### config.mk
export PLATFORM = sky130hd
export DESIGN_NAME = lpm_divide_stream
export DESIGN_NICKNAME = d
export VERILOG_FILES = /design/src/rtl/lpm_divide_stream_pkg.sv /design/src/rtl/lpm_divide.sv /design/src/rtl/lpm_divide_rfifo.sv /design/src/rtl/lpm_divide_stream.sv
export SDC_FILE = /design/constraint.sdc
export NUM_CORES = 1
export LEC_CHECK = 0
export BUFFER_PORTS_ARGS = -buffer_cell sky130_fd_sc_hd__clkbuf_2
export CORE_ASPECT_RATIO = 0.8
export CORE_MARGIN = 1.5
export CORE_UTILIZATION = 45
export DETAILED_ROUTE_END_ITERATION = 8
export PLACE_DENSITY = 0.7
export SLEW_MARGIN = 40
export SYNTH_ARGS = -nofsm -noshare
export SYNTH_HDL_FRONTEND = slang
export SYNTH_SLANG_ARGS = --single-unit
### constraint.sdc
create_clock -name clock -period 47.2 [get_ports clock]
set_input_delay 11.8 -clock clock [delete_from_list [all_inputs] [get_ports clock]]
set_output_delay 11.8 -clock clock [all_outputs]
set_load 0.02 [all_outputs]
### src/rtl/lpm_divide_stream_pkg.sv
// Shared constants and helpers for the lpm_divide streaming wrapper.
package lpm_divide_stream_pkg;

  localparam int TAG_V   = 1;
  localparam int TAG_DBZ = 0;
  localparam int TAG_W   = 2;

  localparam string REP_SIGNED   = "SIGNED";
  localparam string REP_UNSIGNED = "UNSIGNED";
  localparam string REM_POS_TRUE = "TRUE";

  function automatic int clog2(input int value);
    int r;
    r = 0;
    while ((1 << r) < value) r++;
    return r;
  endfunction

endpackage

### src/rtl/lpm_divide.sv
// Pipelined integer divider with lpm_divide parameters, ports and rounding rules.
module lpm_divide
  import lpm_divide_stream_pkg::*;
#(
  parameter int    lpm_widthn            = 8,
  parameter int    lpm_widthd            = 8,
  parameter string lpm_nrepresentation   = "UNSIGNED",
  parameter string lpm_drepresentation   = "UNSIGNED",
  parameter string lpm_remainderpositive = "TRUE",
  parameter int    lpm_pipeline          = 0
) (
  input  logic                  clock,
  input  logic                  aclr,
  input  logic                  clken,
  input  logic [lpm_widthn-1:0] numer,
  input  logic [lpm_widthd-1:0] denom,
  output logic [lpm_widthn-1:0] quotient,
  output logic [lpm_widthd-1:0] remain
);

  localparam int XW      = ((lpm_widthn > lpm_widthd) ? lpm_widthn : lpm_widthd) + 2;
  localparam bit N_S     = (lpm_nrepresentation == REP_SIGNED);
  localparam bit D_S     = (lpm_drepresentation == REP_SIGNED);
  localparam bit REM_POS = (lpm_remainderpositive == REM_POS_TRUE);

  logic signed [XW-1:0] w_n, w_d, w_q, w_r;

  // NOTE: every signal written here gets a default first, so no path can infer a latch.
  always_comb begin
    w_n = N_S ? {{(XW-lpm_widthn){numer[lpm_widthn-1]}}, numer} : {{(XW-lpm_widthn){1'b0}}, numer};
    w_d = D_S ? {{(XW-lpm_widthd){denom[lpm_widthd-1]}}, denom} : {{(XW-lpm_widthd){1'b0}}, denom};
    w_q = '0;
    w_r = '0;
    if (w_d != '0) begin
      w_q = w_n / w_d;
      w_r = w_n % w_d;
      // Truncating division leaves the remainder with the numerator's sign; fold it positive.
      if (REM_POS && w_r[XW-1]) begin
        if (!w_d[XW-1]) begin
          w_q = w_q - XW'(1);
          w_r = w_r + w_d;
        end else begin
          w_q = w_q + XW'(1);
          w_r = w_r - w_d;
        end
      end
    end
  end

  generate
    if (lpm_pipeline == 0) begin : g_comb
      assign quotient = w_q[lpm_widthn-1:0];
      assign remain   = w_r[lpm_widthd-1:0];
    end else begin : g_pipe
      logic [lpm_widthn-1:0] r_q [lpm_pipeline];
      logic [lpm_widthd-1:0] r_r [lpm_pipeline];

      // NOTE: sequential state uses non-blocking assignments so every stage samples pre-edge values.
      always_ff @(posedge clock or posedge aclr) begin
        if (aclr) begin
          for (int i = 0; i < lpm_pipeline; i++) begin
            r_q[i] <= '0;
            r_r[i] <= '0;
          end
        end else if (clken) begin
          r_q[0] <= w_q[lpm_widthn-1:0];
          r_r[0] <= w_r[lpm_widthd-1:0];
          for (int i = 1; i < lpm_pipeline; i++) begin
            r_q[i] <= r_q[i-1];
            r_r[i] <= r_r[i-1];
          end
        end
      end

      assign quotient = r_q[lpm_pipeline-1];
      assign remain   = r_r[lpm_pipeline-1];
    end
  endgenerate

endmodule

### src/rtl/lpm_divide_rfifo.sv
// First-word-fall-through result FIFO; outputs keep the last head while empty.
module lpm_divide_rfifo
  import lpm_divide_stream_pkg::*;
#(
  parameter int WIDTH = 17,
  parameter int DEPTH = 4,
  parameter int CNT_W = clog2(DEPTH + 1)
) (
  input  logic             clock,
  input  logic             aclr,
  input  logic             i_wr,
  input  logic [WIDTH-1:0] i_data,
  input  logic             i_pop,
  output logic             o_valid,
  output logic [WIDTH-1:0] o_data,
  output logic [CNT_W-1:0] o_count
);

  localparam int PTR_W = (clog2(DEPTH) > 0) ? clog2(DEPTH) : 1;

  logic [WIDTH-1:0] r_mem [DEPTH];
  logic [PTR_W-1:0] r_wr_ptr, r_rd_ptr;
  logic [CNT_W-1:0] r_count;
  logic [WIDTH-1:0] r_last;
  logic             w_pop;

  function automatic logic [PTR_W-1:0] ptr_next(input logic [PTR_W-1:0] p);
    return (p == PTR_W'(DEPTH - 1)) ? '0 : p + PTR_W'(1);
  endfunction

  assign w_pop = i_pop && (r_count != '0);

  // NOTE: storage is left unreset; r_count alone decides which entries are meaningful.
  always_ff @(posedge clock) begin
    if (i_wr) r_mem[r_wr_ptr] <= i_data;
  end

  always_ff @(posedge clock or posedge aclr) begin
    if (aclr) begin
      r_wr_ptr <= '0;
      r_rd_ptr <= '0;
      r_count  <= '0;
      r_last   <= '0;
    end else begin
      if (i_wr)  r_wr_ptr <= ptr_next(r_wr_ptr);
      if (w_pop) r_rd_ptr <= ptr_next(r_rd_ptr);
      if (r_count != '0) r_last <= r_mem[r_rd_ptr];
      case ({i_wr, w_pop})
        2'b10:   r_count <= r_count + CNT_W'(1);
        2'b01:   r_count <= r_count - CNT_W'(1);
        default: r_count <= r_count;
      endcase
    end
  end

  assign o_valid = (r_count != '0);
  assign o_data  = o_valid ? r_mem[r_rd_ptr] : r_last;
  assign o_count = r_count;

  // Upstream credits make this unreachable; a hit means a result would be lost.
  a_no_overflow: assert property (@(posedge clock) disable iff (aclr)
                                  !(i_wr && (r_count == CNT_W'(DEPTH))));

endmodule

### src/rtl/lpm_divide_stream.sv
// Valid/ready wrapper around lpm_divide: operand register, tag line, credit issue, result FIFO.
module lpm_divide_stream
  import lpm_divide_stream_pkg::*;
#(
  parameter int    lpm_widthn            = 8,
  parameter int    lpm_widthd            = 8,
  parameter string lpm_nrepresentation   = "UNSIGNED",
  parameter string lpm_drepresentation   = "UNSIGNED",
  parameter string lpm_remainderpositive = "TRUE",
  parameter int    lpm_pipeline          = 2,
  parameter int    fifo_depth            = 4
) (
  input  logic                  clock,
  input  logic                  aclr,
  input  logic                  in_valid,
  output logic                  in_ready,
  input  logic [lpm_widthn-1:0] in_numer,
  input  logic [lpm_widthd-1:0] in_denom,
  output logic                  out_valid,
  input  logic                  out_ready,
  output logic [lpm_widthn-1:0] out_quotient,
  output logic [lpm_widthd-1:0] out_remain,
  output logic                  out_dbz
);

  localparam int P     = lpm_pipeline;
  localparam int RW    = lpm_widthn + lpm_widthd + 1;
  localparam int CNT_W = clog2(fifo_depth + 1);

  logic                  r_en;
  logic [lpm_widthn-1:0] r_numer;
  logic [lpm_widthd-1:0] r_denom;
  logic [TAG_W-1:0]      r_tag [P+1];  // [0] travels with the operand register
  logic                  w_accept, w_dbz_in, w_wr;
  logic [lpm_widthn-1:0] w_quot;
  logic [lpm_widthd-1:0] w_rem;
  logic [RW-1:0]         w_wr_data, w_rd_data;
  logic [CNT_W-1:0]      w_count;
  int                    w_inflight;

  assign w_dbz_in = (in_denom == '0);
  assign w_accept = in_valid && in_ready;

  always_ff @(posedge clock or posedge aclr) begin
    if (aclr) begin
      r_en    <= 1'b0;
      r_numer <= '0;
      r_denom <= '0;
      for (int i = 0; i <= P; i++) r_tag[i] <= '0;
    end else begin
      r_en              <= 1'b1;
      r_tag[0][TAG_V]   <= w_accept;
      r_tag[0][TAG_DBZ] <= w_accept && w_dbz_in;
      for (int i = 1; i <= P; i++) r_tag[i] <= r_tag[i-1];
      if (w_accept) begin
        r_numer <= in_numer;
        r_denom <= w_dbz_in ? lpm_widthd'(1) : in_denom;
      end
    end
  end

  // Every valid tag is a result already promised a FIFO slot.
  always_comb begin
    w_inflight = 0;
    for (int i = 0; i <= P; i++) w_inflight += int'(r_tag[i][TAG_V]);
  end

  assign in_ready = r_en && ((int'(w_count) + w_inflight) < fifo_depth);

  lpm_divide #(
    .lpm_widthn           (lpm_widthn),
    .lpm_widthd           (lpm_widthd),
    .lpm_nrepresentation  (lpm_nrepresentation),
    .lpm_drepresentation  (lpm_drepresentation),
    .lpm_remainderpositive(lpm_remainderpositive),
    .lpm_pipeline         (P)
  ) u_div (
    .clock   (clock),
    .aclr    (aclr),
    .clken   (1'b1),
    .numer   (r_numer),
    .denom   (r_denom),
    .quotient(w_quot),
    .remain  (w_rem)
  );

  assign w_wr      = r_tag[P][TAG_V];
  assign w_wr_data = r_tag[P][TAG_DBZ] ? {{lpm_widthn{1'b1}}, {lpm_widthd{1'b0}}, 1'b1}
                                       : {w_quot, w_rem, 1'b0};

  lpm_divide_rfifo #(
    .WIDTH(RW),
    .DEPTH(fifo_depth),
    .CNT_W(CNT_W)
  ) u_fifo (
    .clock  (clock),
    .aclr   (aclr),
    .i_wr   (w_wr),
    .i_data (w_wr_data),
    .i_pop  (out_ready),
    .o_valid(out_valid),
    .o_data (w_rd_data),
    .o_count(w_count)
  );

  assign out_quotient = w_rd_data[RW-1 -: lpm_widthn];
  assign out_remain   = w_rd_data[lpm_widthd:1];
  assign out_dbz      = w_rd_data[0];

endmodule

==> results of run 1 <==
flip-flops by register name, indices dropped and copies added (netlist names):
register / count
u_div.remain: 8
u_fifo.r_wr_ptr: 2
u_div.g_pipe.r_q: 8
u_fifo.o_count: 3
r_denom: 8
u_fifo.r_last: 17
r_en: 1
u_div.quotient: 8
r_tag: 6
u_fifo.r_rd_ptr: 2
u_div.g_pipe.r_r: 8
r_numer: 8
u_fifo.r_mem: 68
area by class of cell:
cell class	count	area, µm²	area share
Sequential cell	147	4020	0.415
Clock buffer	19	433	0.0447
Multi-Input combinational cell	542	4390	0.454
Timing Repair Buffer	41	219	0.0226
Clock inverter	13	134	0.0138
Inverter	41	155	0.0160
Tap cell	258	323	0.0334
placed cells by master, fill, tap and decap left out, types with 31 or more instances in the layout:
cell type and instances:
sky130_fd_sc_hd__edfxtp_1 68, sky130_fd_sc_hd__o21ai_0 35, sky130_fd_sc_hd__a21oi_1 41, sky130_fd_sc_hd__dfrtp_1 78, sky130_fd_sc_hd__mux2_2 31, sky130_fd_sc_hd__inv_1 39
sky130_fd_sc_hd__nand2_1 54, sky130_fd_sc_hd__clkbuf_2 38, sky130_fd_sc_hd__ha_1 67, sky130_fd_sc_hd__nor2_1 33
path summary, 6_finish.rpt:
path	startpoint	end	slack (ps)	cells past startpoint
min in group asynchronous	aclr	u_fifo.r_last[1]	11540	3
worst min-delay path	u_div.g_pipe.r_q[15]	u_div.quotient[7]	350	0
worst max-delay path	r_denom[7]	u_div.g_pipe.r_r[15]	30220	60
max in group asynchronous	aclr	u_fifo.r_rd_ptr[1]	35150	3
worst max register to register	r_denom[7]	u_div.g_pipe.r_r[15]	30220	60
worst min register to register	u_div.g_pipe.r_q[15]	u_div.quotient[7]	350	0
logic make-up after synthesis:
family                   after synthesis
AO/OA/AOI/OAI                        182
XOR/XNOR                              31
adder cells (fa/ha/maj)               71
buffers and inverters                 64
flip-flops                           147
multiplexers                          57
other                                  2
AND/OR/NAND/NOR                      198
stage by stage:
stage | hold WS, ps | instances
after detailed placement | 336 | 1029
after CTS | 348 | 1061
after global routing | 353 | 1061
after floorplan | 331 | 753
final | 347 | 1061
after global placement | 332 | 1029
critical path, delay by kind of cell, from the launching register on:
| kind | cells | cell delay [ps] |
|---|---|---|
| compound gates | 32 | 8070 |
| flops | 1 | 590 |
| xor+xnor | 1 | 170 |
| fa+ha+maj | 8 | 2410 |
| mux | 3 | 980 |
| buf+inv | 4 | 340 |
| simple gates | 12 | 4340 |
metal layers:
metal / vias to the layer above / part of all wire / global-route usage / routed length [µm]
li1: 2900 / - / - / -
met1: 2991 / 0.47 / 0.284 / 9020
met2: 169 / 0.47 / 0.321 / 8890
met3: 24 / 0.043 / 0.0307 / 824
met4: 0 / 0.017 / 0.0577 / 325
met5: - / 0 / 0 / 0
==> impl_table.tex, run 1 <==
\begin{tabular}{lr}
\hline
Metric & Value \\
\hline
\multicolumn{2}{l}{\textbf{Clock tree}} \\
Maximum level of the CTS H-tree & 4 \\
Post\_cts resized & 0 \\
Inserted Clock Buffers & 17 \\
Deepest clock path buffer count & 2 \\
Number of setup buffers added after CTS & 0 \\
CTS Hold Bufs & 0 \\
TritonCTS clock tree & yes \\
Latest clock arrival within the worst-skew pair & 420 ps \\
Root buffer selected by CTS & sky130\_fd\_sc\_hd\_\_clkbuf\_16 \\
Count of clock tree sinks & 147 \\
Clk pin slew, worst setup/hold paths & 60 ps \\
\multicolumn{2}{l}{\textbf{Flow run}} \\
Max Cap Violations & 0 \\
\multicolumn{2}{l}{\textbf{Critical path}} \\
Maximum fanout along the worst path & 15 \\
Worst endpoint required time & 47540 ps \\
Worst Setup Path Type & reg2reg \\
Critical path endpoint category & register \\
Most frequent cell on the critical path & sky130\_fd\_sc\_hd\_\_a21oi\_1 \\
Sort of element at the start of the critical path & register \\
Max incr delay on CP & 750 ps \\
Crit path max-delay cell type & sky130\_fd\_sc\_hd\_\_or4\_1 \\
Worst Path Arrival & 17320 ps \\
\multicolumn{2}{l}{\textbf{Drt}} \\
Vias post-DR & 6084 \\
Number of iterations in the first detailed-routing pass & 5 \\
\# DRC & 0 \\
Routed wire length per instance & 18.0 µm \\
Violation count after the first detailed-routing iteration & 381 \\
Detailed Route WL & 19100 µm \\
Post-detailed-route count of antenna-violating nets & 0 \\
Mean number of vias per cell & 5.73 \\
\multicolumn{2}{l}{\textbf{Final layout}} \\
Summed area of non-filler cells in the final layout & 0.00968 mm² \\
Area grow syn2layout & 12.1\% \\
End-of-flow core utilization & 0.513 \\
Number of nets in the final layout & 881 \\
N\_diodes & 0 \\
Layout cells sized above 1 & 0.194 \\
Filler instances & 1614 \\
\multicolumn{2}{l}{\textbf{Synth}} \\
Share of synthesized area spent on multiplexers & 0.0962 \\
Synthesized-area fraction occupied by ao, oa, aoi and oai cells & 0.148 \\
Xor-xnor portion of the synthesized cell area & 0.0314 \\
Number of different library cells in the post-synthesis netlist & 85 \\
Sequential-to-total area share from yosys stat & 0.465 \\
Cell Area, Synth & 0.00864 mm² \\
Synth Warn \# & 0 \\
Largest family of logic cells by synthesized area & compound AO/OA/AOI/OAI gates \\
Mapped Avg Cell Area & 11.5 µm² \\
Post-synthesis simple-gate area fraction & 0.122 \\
Area share of fa/ha/maj cells after synthesis & 0.106 \\
Synth async-reset ratio & 0.537 \\
Number of synthesized register bits & 147 \\
Top FF cell, synth & sky130\_fd\_sc\_hd\_\_dfrtp\_1 \\
Synth cell count leaders & 79 x sky130\_fd\_sc\_hd\_\_dfrtp\_1, 68 x sky130\_fd\_sc\_hd\_\_edfxtp\_1, 67 x sky130\_fd\_sc\_hd\_\_ha\_1 \\
Synth area leaders & sky130\_fd\_sc\_hd\_\_edfxtp\_1 24\%, sky130\_fd\_sc\_hd\_\_dfrtp\_1 23\%, sky130\_fd\_sc\_hd\_\_ha\_1 9.7\%, sky130\_fd\_sc\_hd\_\_mux4\_2 4.4\%, sky130\_fd\_sc\_hd\_\_mux2\_2 4.0\% \\
Most frequent cell after synthesis & sky130\_fd\_sc\_hd\_\_dfrtp\_1 \\
Number of enable flip-flop cells after synthesis & 68 \\
Gate count after technology mapping & 752 \\
Share of the synthesized area in the top cell type & 0.236 \\
Leading area contributor after synthesis & sky130\_fd\_sc\_hd\_\_edfxtp\_1 \\
\multicolumn{2}{l}{\textbf{Timing}} \\
Final-report hold violation count & 0 \\
FMAX & 58.9 MHz \\
Transition time of the tightest slew-check pin & 737 ps \\
Worst-case clock skew & 11.5 ps \\
Final TNS setup & 0 ps \\
Setup Viol. Count Final & 0 \\
Final period utilization & 0.360 \\
Rel. slew slack & 0.506 \\
Fin. max-slew vios & 0 \\
RSZ-0062 raised after global routing & false \\
Minimum clock period after layout & 16980 ps \\
Final worst slack & 30220 ps \\
\multicolumn{2}{l}{\textbf{Floorplanning}} \\
Placeable Area & 0.0189 mm² \\
Die outline width & 158 µm \\
Number of cell rows & 45 \\
Initial cell density of the core & 0.458 \\
Vertical extent of the die & 127 µm \\
Number of I/O pins & 39 \\
Floorplan die area & 0.0200 mm² \\
\multicolumn{2}{l}{\textbf{Placed design}} \\
Final weighted congestion of routability-driven global placement & 0.900 \\
Detailed placement HPWL & 13400 µm \\
Quantity of I/O buffers inserted on ports & 38 \\
Setup slack after placement & 30210 ps \\
Placed Area & 0.00909 mm² \\
\multicolumn{2}{l}{\textbf{Worst hold path}} \\
Worst hold path class & reg2reg \\
\multicolumn{2}{l}{\textbf{GRT}} \\
Total grt overflow & 0 \\
Global-route wire length before repair & 31100 µm \\
Vias in the first global route & 5891 \\
Initial antenna violation count & 0 \\
Maximum number of pins on one net before global-route repair & 80 \\
Global-route usage over all layers & 0.201 \\
\multicolumn{2}{l}{\textbf{Run status}} \\
Result of the run & finished, final reports clean \\
\hline
\end{tabular}
Power of run 1 is not shown: default switching activity piles up to over one toggle a cycle in this logic, so the estimate is an artifact.
==> inputs of run 2 (changes only) <==
clock period = 15.8 ns   (was 47.2 ns; I/O delays follow)
==> run 2 against run 1 <==
Effect of this change: global-route usage fell by 0.22 points; hold slack got worse by 1.9 ps; register-to-register slack got worse by 29000 ps; wire length fell by 0.15%; fmax rose by 13%; cell count rose by 1.7%; non-clock buffer count rose by 18; cell area rose by 1.9%; via count rose by 0.53%; sequential share of layout area fell by 0.79 points; highest routed layer unchanged.
==> impl_table.tex, run 2 (same netlist as run 1, synthesis figures left out) <==
\begin{tabular}{lr}
\hline
Metric & Value \\
\hline
\multicolumn{2}{l}{\textbf{Worst hold path}} \\
HP Start & r\_tag[4] \\
Worst hold path class & reg2reg \\
\multicolumn{2}{l}{\textbf{Clock tree}} \\
Inserted Clock Buffers & 17 \\
Deepest clock path buffer count & 2 \\
CTS Hold Bufs & 0 \\
Root buffer selected by CTS & sky130\_fd\_sc\_hd\_\_clkbuf\_16 \\
Clk pin slew, worst setup/hold paths & 60 ps \\
Maximum level of the CTS H-tree & 4 \\
Latest clock arrival within the worst-skew pair & 420 ps \\
Count of clock tree sinks & 147 \\
TritonCTS clock tree & yes \\
\multicolumn{2}{l}{\textbf{Final layout}} \\
Largest registers ranked by flip-flop count & u\_fifo.r\_mem (68), u\_fifo.r\_last (17) \\
Top library cells by usage in the layout, fill and taps aside & 78 x sky130\_fd\_sc\_hd\_\_dfrtp\_1, 68 x sky130\_fd\_sc\_hd\_\_edfxtp\_1, 67 x sky130\_fd\_sc\_hd\_\_ha\_1 \\
Filler instances & 1610 \\
N\_diodes & 0 \\
Flip-flop count of the largest register after layout & 68 \\
Layout cells sized above 1 & 0.224 \\
Area grow syn2layout & 14.2\% \\
Register name with the most flops & u\_fifo.r\_mem \\
Area of the multi-input gates & 0.00443 mm² \\
Register Area & 0.00402 mm² \\
Most common cell after layout, fill and taps aside & sky130\_fd\_sc\_hd\_\_dfrtp\_1 \\
Number of nets in the final layout & 899 \\
\multicolumn{2}{l}{\textbf{Critical path}} \\
Maximum fanout along the worst path & 15 \\
Sort of element at the start of the critical path & register \\
Worst Setup Path Type & reg2reg \\
Worst endpoint required time & 16150 ps \\
Most frequent cell on the critical path & sky130\_fd\_sc\_hd\_\_ha\_1 \\
Crit path max-delay cell type & sky130\_fd\_sc\_hd\_\_or4\_4 \\
Critical register-to-register path startpoint & r\_denom[4] \\
Max incr delay on CP & 610 ps \\
Worst Setup SP & r\_denom[4] \\
Critical path endpoint category & register \\
Worst Path Arrival & 15350 ps \\
Family of cells with the greatest summed delay on the critical path & compound AO/OA/AOI/OAI gates \\
Total buffers and inverters traversed by the critical path & 6 \\
\multicolumn{2}{l}{\textbf{Timing}} \\
Minimum clock period after layout & 15000 ps \\
Fin. max-slew vios & 0 \\
Final-report hold violation count & 0 \\
Transition time of the tightest slew-check pin & 786 ps \\
Final worst slack & 799 ps \\
Rel. slew slack & 0.471 \\
Worst-case clock skew & 9.29 ps \\
Final period utilization & 0.949 \\
FMAX & 66.7 MHz \\
Final TNS setup & 0 ps \\
Setup Viol. Count Final & 0 \\
\multicolumn{2}{l}{\textbf{Placed design}} \\
Quantity of I/O buffers inserted on ports & 38 \\
Final weighted congestion of routability-driven global placement & 0.932 \\
Detailed placement HPWL & 13800 µm \\
Setup slack after placement & 105 ps \\
\multicolumn{2}{l}{\textbf{Drt}} \\
Mean number of vias per cell & 5.67 \\
Routed wire length per instance & 17.6 µm \\
Post-detailed-route count of antenna-violating nets & 0 \\
\# DRC & 0 \\
Detailed Route WL & 19000 µm \\
Vias post-DR & 6116 \\
Violation count after the first detailed-routing iteration & 384 \\
Number of iterations in the first detailed-routing pass & 5 \\
\multicolumn{2}{l}{\textbf{Floorplanning}} \\
Vertical extent of the die & 127 µm \\
Initial cell density of the core & 0.458 \\
Die outline width & 158 µm \\
Placeable Area & 0.0189 mm² \\
Number of cell rows & 45 \\
Floorplan die area & 0.0200 mm² \\
Number of I/O pins & 39 \\
\multicolumn{2}{l}{\textbf{Flow run}} \\
Max Cap Violations & 0 \\
\multicolumn{2}{l}{\textbf{GRT}} \\
Global-route wire length before repair & 30500 µm \\
Initial antenna violation count & 0 \\
Global-route usage over all layers & 0.199 \\
Maximum number of pins on one net before global-route repair & 80 \\
Total grt overflow & 0 \\
Vias in the first global route & 5944 \\
\multicolumn{2}{l}{\textbf{Run status}} \\
Result of the run & finished, final reports clean \\
\hline
\end{tabular}
run 2: worst register-to-register path, delay by kind of cell, from the launching register on:
kind                     cells  cell delay [ps]
adder cells (fa/ha/maj)      8             2470
XOR/XNOR                     1              160
AND/OR/NAND/NOR             13             3880
buffers and inverters        6              880
multiplexers                 3             1030
flip-flops                   1              420
AO/OA/AOI/OAI               30             6060
run 2: worst paths after layout:
check	endpoint	slack (ps)	cells past startpoint
max	u_div.g_pipe.r_r[15]	800	61
min	r_tag[2]	340	0
max reg2reg	u_div.g_pipe.r_r[15]	800	61
min reg2reg	r_tag[2]	340	0
max in group asynchronous	u_fifo.r_rd_ptr[1]	11560	3
min in group asynchronous	u_fifo.r_last[5]	3710	3
run 2: metrics by stage:
| step | std cells | utilization | area, µm² | hold WS [ps] |
|---|---|---|---|---|
| 2_1_floorplan | 753 | - | 8640 | 331 |
| 3_3_place_gp | 1042 | 0.487 | 9180 | 331 |
| 3_5_place_dp | 1043 | 0.487 | 9200 | 335 |
| 4_1_cts | 1075 | 0.518 | 9780 | 346 |
| 5_1_grt | 1079 | 0.523 | 9860 | 352 |
| 6_report | 1079 | 0.523 | 9860 | 345 |
run 2: cell type report:
type / instances / share of cell area
inverter: 41 / 0.0157
sequential: 147 / 0.408
timing repair buffer: 59 / 0.0364
multi-input combinational: 542 / 0.449
clock inverter: 14 / 0.0153
tap: 258 / 0.0327
clock buffer: 18 / 0.0435
run 2: routing by layer:
metal  vias to the layer above  track usage  part of all wire
met5                         -            0                 0
met4                         0       0.0699             0.017
met3                        24       0.0266             0.043
met2                       168        0.316              0.46
met1                      2988        0.280              0.48
li1                       2936            -                 -
run 2: what timing repair did:
| action | in CTS | in global routing |
|---|---|---|
| resized for setup | 0 | 16 |
| setup buffers | 0 | 4 |
| setup endpoints to repair | 0 | 7 |
Power of run 2 is left out for the same reason.
==> inputs of run 3 (changes only) <==
ABC_AREA = 1   (was default)
ABC_CLOCK_PERIOD_IN_PS = 15800   (was default)
==> run 3 against run 2 <==
Effect of this change: count of clock-buffer cells in the layout is the same; cell count up 28%; critical path depth up 37; core utilization rose by 0.32 points; critical endpoint unchanged.
==> impl_table.tex, run 3 <==
\begin{tabular}{lr}
\hline
Metric & Value \\
\hline
\multicolumn{2}{l}{\textbf{Run status}} \\
Result of the run & finished, final reports clean \\
\multicolumn{2}{l}{\textbf{Critical path}} \\
Sort of element at the start of the critical path & register \\
Maximum fanout along the worst path & 12 \\
Max incr delay on CP & 460 ps \\
Worst Path Arrival & 14750 ps \\
Crit path max-delay cell type & sky130\_fd\_sc\_hd\_\_dfrtp\_1 \\
Worst Setup Path Type & reg2reg \\
Most frequent cell on the critical path & sky130\_fd\_sc\_hd\_\_nand2\_1 \\
Critical path endpoint category & register \\
Worst endpoint required time & 16110 ps \\
Family of cells with the greatest summed delay on the critical path & simple AND/OR/NAND/NOR gates \\
Total buffers and inverters traversed by the critical path & 14 \\
\multicolumn{2}{l}{\textbf{Timing}} \\
FMAX & 69.2 MHz \\
Transition time of the tightest slew-check pin & 835 ps \\
Final-report hold violation count & 0 \\
Minimum clock period after layout & 14450 ps \\
Rel. slew slack & 0.442 \\
Final period utilization & 0.914 \\
Worst-case clock skew & 18.3 ps \\
Setup Viol. Count Final & 0 \\
Fin. max-slew vios & 0 \\
\multicolumn{2}{l}{\textbf{Synth}} \\
Sequential-to-total area share from yosys stat & 0.451 \\
Cell Area, Synth & 0.00891 mm² \\
Share of the synthesized area in the top cell type & 0.229 \\
Top FF cell, synth & sky130\_fd\_sc\_hd\_\_dfrtp\_1 \\
Synth async-reset ratio & 0.537 \\
Gate count after technology mapping & 1056 \\
Mapped Avg Cell Area & 8.44 µm² \\
Most frequent cell after synthesis & sky130\_fd\_sc\_hd\_\_nand2\_1 \\
Synth Warn \# & 0 \\
Number of enable flip-flop cells after synthesis & 68 \\
Leading area contributor after synthesis & sky130\_fd\_sc\_hd\_\_edfxtp\_1 \\
Synth area leaders & sky130\_fd\_sc\_hd\_\_edfxtp\_1 23\%, sky130\_fd\_sc\_hd\_\_dfrtp\_1 22\%, sky130\_fd\_sc\_hd\_\_nand2\_1 9.8\%, sky130\_fd\_sc\_hd\_\_ha\_1 9.4\%, sky130\_fd\_sc\_hd\_\_nor2\_1 5.5\% \\
Number of different library cells in the post-synthesis netlist & 50 \\
Synth cell count leaders & 233 x sky130\_fd\_sc\_hd\_\_nand2\_1, 131 x sky130\_fd\_sc\_hd\_\_nor2\_1, 122 x sky130\_fd\_sc\_hd\_\_inv\_1 \\
Number of synthesized register bits & 147 \\
\multicolumn{2}{l}{\textbf{Floorplanning}} \\
Placeable Area & 0.0192 mm² \\
Die outline width & 160 µm \\
Vertical extent of the die & 129 µm \\
Number of cell rows & 45 \\
Floorplan die area & 0.0207 mm² \\
Initial cell density of the core & 0.464 \\
Number of I/O pins & 39 \\
\multicolumn{2}{l}{\textbf{Drt}} \\
Routed wire length per instance & 14.4 µm \\
Violation count after the first detailed-routing iteration & 467 \\
Number of iterations in the first detailed-routing pass & 5 \\
Post-detailed-route count of antenna-violating nets & 0 \\
Vias post-DR & 7051 \\
Detailed Route WL & 19900 µm \\
Mean number of vias per cell & 5.12 \\
\# DRC & 0 \\
\multicolumn{2}{l}{\textbf{Clock tree}} \\
CTS Hold Bufs & 0 \\
TritonCTS clock tree & yes \\
Deepest clock path buffer count & 2 \\
Latest clock arrival within the worst-skew pair & 430 ps \\
Inserted Clock Buffers & 17 \\
Count of clock tree sinks & 147 \\
Maximum level of the CTS H-tree & 4 \\
Clk pin slew, worst setup/hold paths & 70 ps \\
Root buffer selected by CTS & sky130\_fd\_sc\_hd\_\_clkbuf\_16 \\
\multicolumn{2}{l}{\textbf{Final layout}} \\
Largest registers ranked by flip-flop count & u\_fifo.r\_mem (68), u\_fifo.r\_last (17) \\
Area grow syn2layout & 13.3\% \\
Number of nets in the final layout & 1196 \\
Summed area of non-filler cells in the final layout & 0.0101 mm² \\
Most common cell after layout, fill and taps aside & sky130\_fd\_sc\_hd\_\_nand2\_1 \\
Filler instances & 1758 \\
Layout cells sized above 1 & 0.146 \\
Area of the multi-input gates & 0.00427 mm² \\
Top library cells by usage in the layout, fill and taps aside & 233 x sky130\_fd\_sc\_hd\_\_nand2\_1, 131 x sky130\_fd\_sc\_hd\_\_nor2\_1, 117 x sky130\_fd\_sc\_hd\_\_inv\_1 \\
Flip-flop count of the largest register after layout & 68 \\
Register Area & 0.00402 mm² \\
N\_diodes & 0 \\
Register name with the most flops & u\_fifo.r\_mem \\
\multicolumn{2}{l}{\textbf{Placed design}} \\
Quantity of I/O buffers inserted on ports & 38 \\
Detailed placement HPWL & 13800 µm \\
Placed Area & 0.00931 mm² \\
Final weighted congestion of routability-driven global placement & 0.909 \\
\multicolumn{2}{l}{\textbf{GRT}} \\
Global-route usage over all layers & 0.203 \\
Global-route wire length before repair & 33100 µm \\
Maximum number of pins on one net before global-route repair & 80 \\
Initial antenna violation count & 0 \\
Vias in the first global route & 6761 \\
Total grt overflow & 0 \\
\multicolumn{2}{l}{\textbf{Worst hold path}} \\
Worst hold path class & reg2reg \\
\multicolumn{2}{l}{\textbf{Flow run}} \\
Max Cap Violations & 0 \\
\hline
\end{tabular}
run 3: changes by cell type in the layout (fill, tap and decap cells not counted), sizes merged, moves of 12 or more:
cell	before	now
o21a	18	1
mux4	17	0
inv	44	129
o21ai	36	94
nand2	54	244
or3	12	0
nor2	33	140
nand3	11	62
a31oi	5	18
mux2	32	0
run 3: cell type report:
class / instances / share of cell area
flip-flops and latches: 147 / 0.398
inverters: 132 / 0.0507
clock buffers: 18 / 0.0425
well taps: 258 / 0.0320
repair buffers: 58 / 0.0341
clock inverters: 14 / 0.0202
multi-input cells: 749 / 0.423
run 3: worst paths after layout:
check | start | end | slack, ps | cells after the start
max | r_denom[1] | u_div.g_pipe.r_r[15] | 1350 | 98
max reg2reg | r_denom[1] | u_div.g_pipe.r_r[15] | 1350 | 98
min | u_div.g_pipe.r_q[15] | u_div.quotient[7] | 340 | 0
min reg2reg | u_div.g_pipe.r_q[15] | u_div.quotient[7] | 340 | 0
min in group asynchronous | aclr | u_fifo.r_last[7] | 3710 | 3
max in group asynchronous | aclr | u_div.g_pipe.r_r[11] | 11580 | 3
run 3: metrics by stage:
step	TNS [ps]	hold slack (ps)	instances	worst slack, ps	utilization
finish	0	344	1376	1350	0.526
global route	-24.3	349	1376	-24.3	0.526
CTS	0	344	1358	909	0.518
detailed placement	0	335	1326	980	0.485
global placement	0	332	1326	1400	0.485
floorplan	0	331	1057	3040	-
run 3: cell families (layout without fill, tap and decap cells):
logic type,after synthesis,in the layout,share of synthesized area
and+or+nand+nor,490,490,0.250
buffers and inverters,161,222,0.0717
AOI/OAI and AO/OA,156,156,0.0950
DFF,147,147,0.451
adders and majority gates,71,71,0.103
xor gates and xnor gates,29,29,0.0285
other,2,3,0.000842
run 3: routing by layer:
layer  wire length (µm)  vias to the layer above  global-route usage  part of all wire
li1                   -                     3557                   -                 -
met1               9650                     3286               0.278              0.49
met2               9030                      186               0.333              0.45
met3                975                       22              0.0377             0.049
met4                229                        0              0.0572             0.012
met5                  0                        -                   0                 0
run 3: repair_timing:
action	in CTS	in global routing
setup endpoints to repair	0	6
gates resized for setup	0	6
buffers inserted	0	18
Power of run 3 is left out for the same reason.
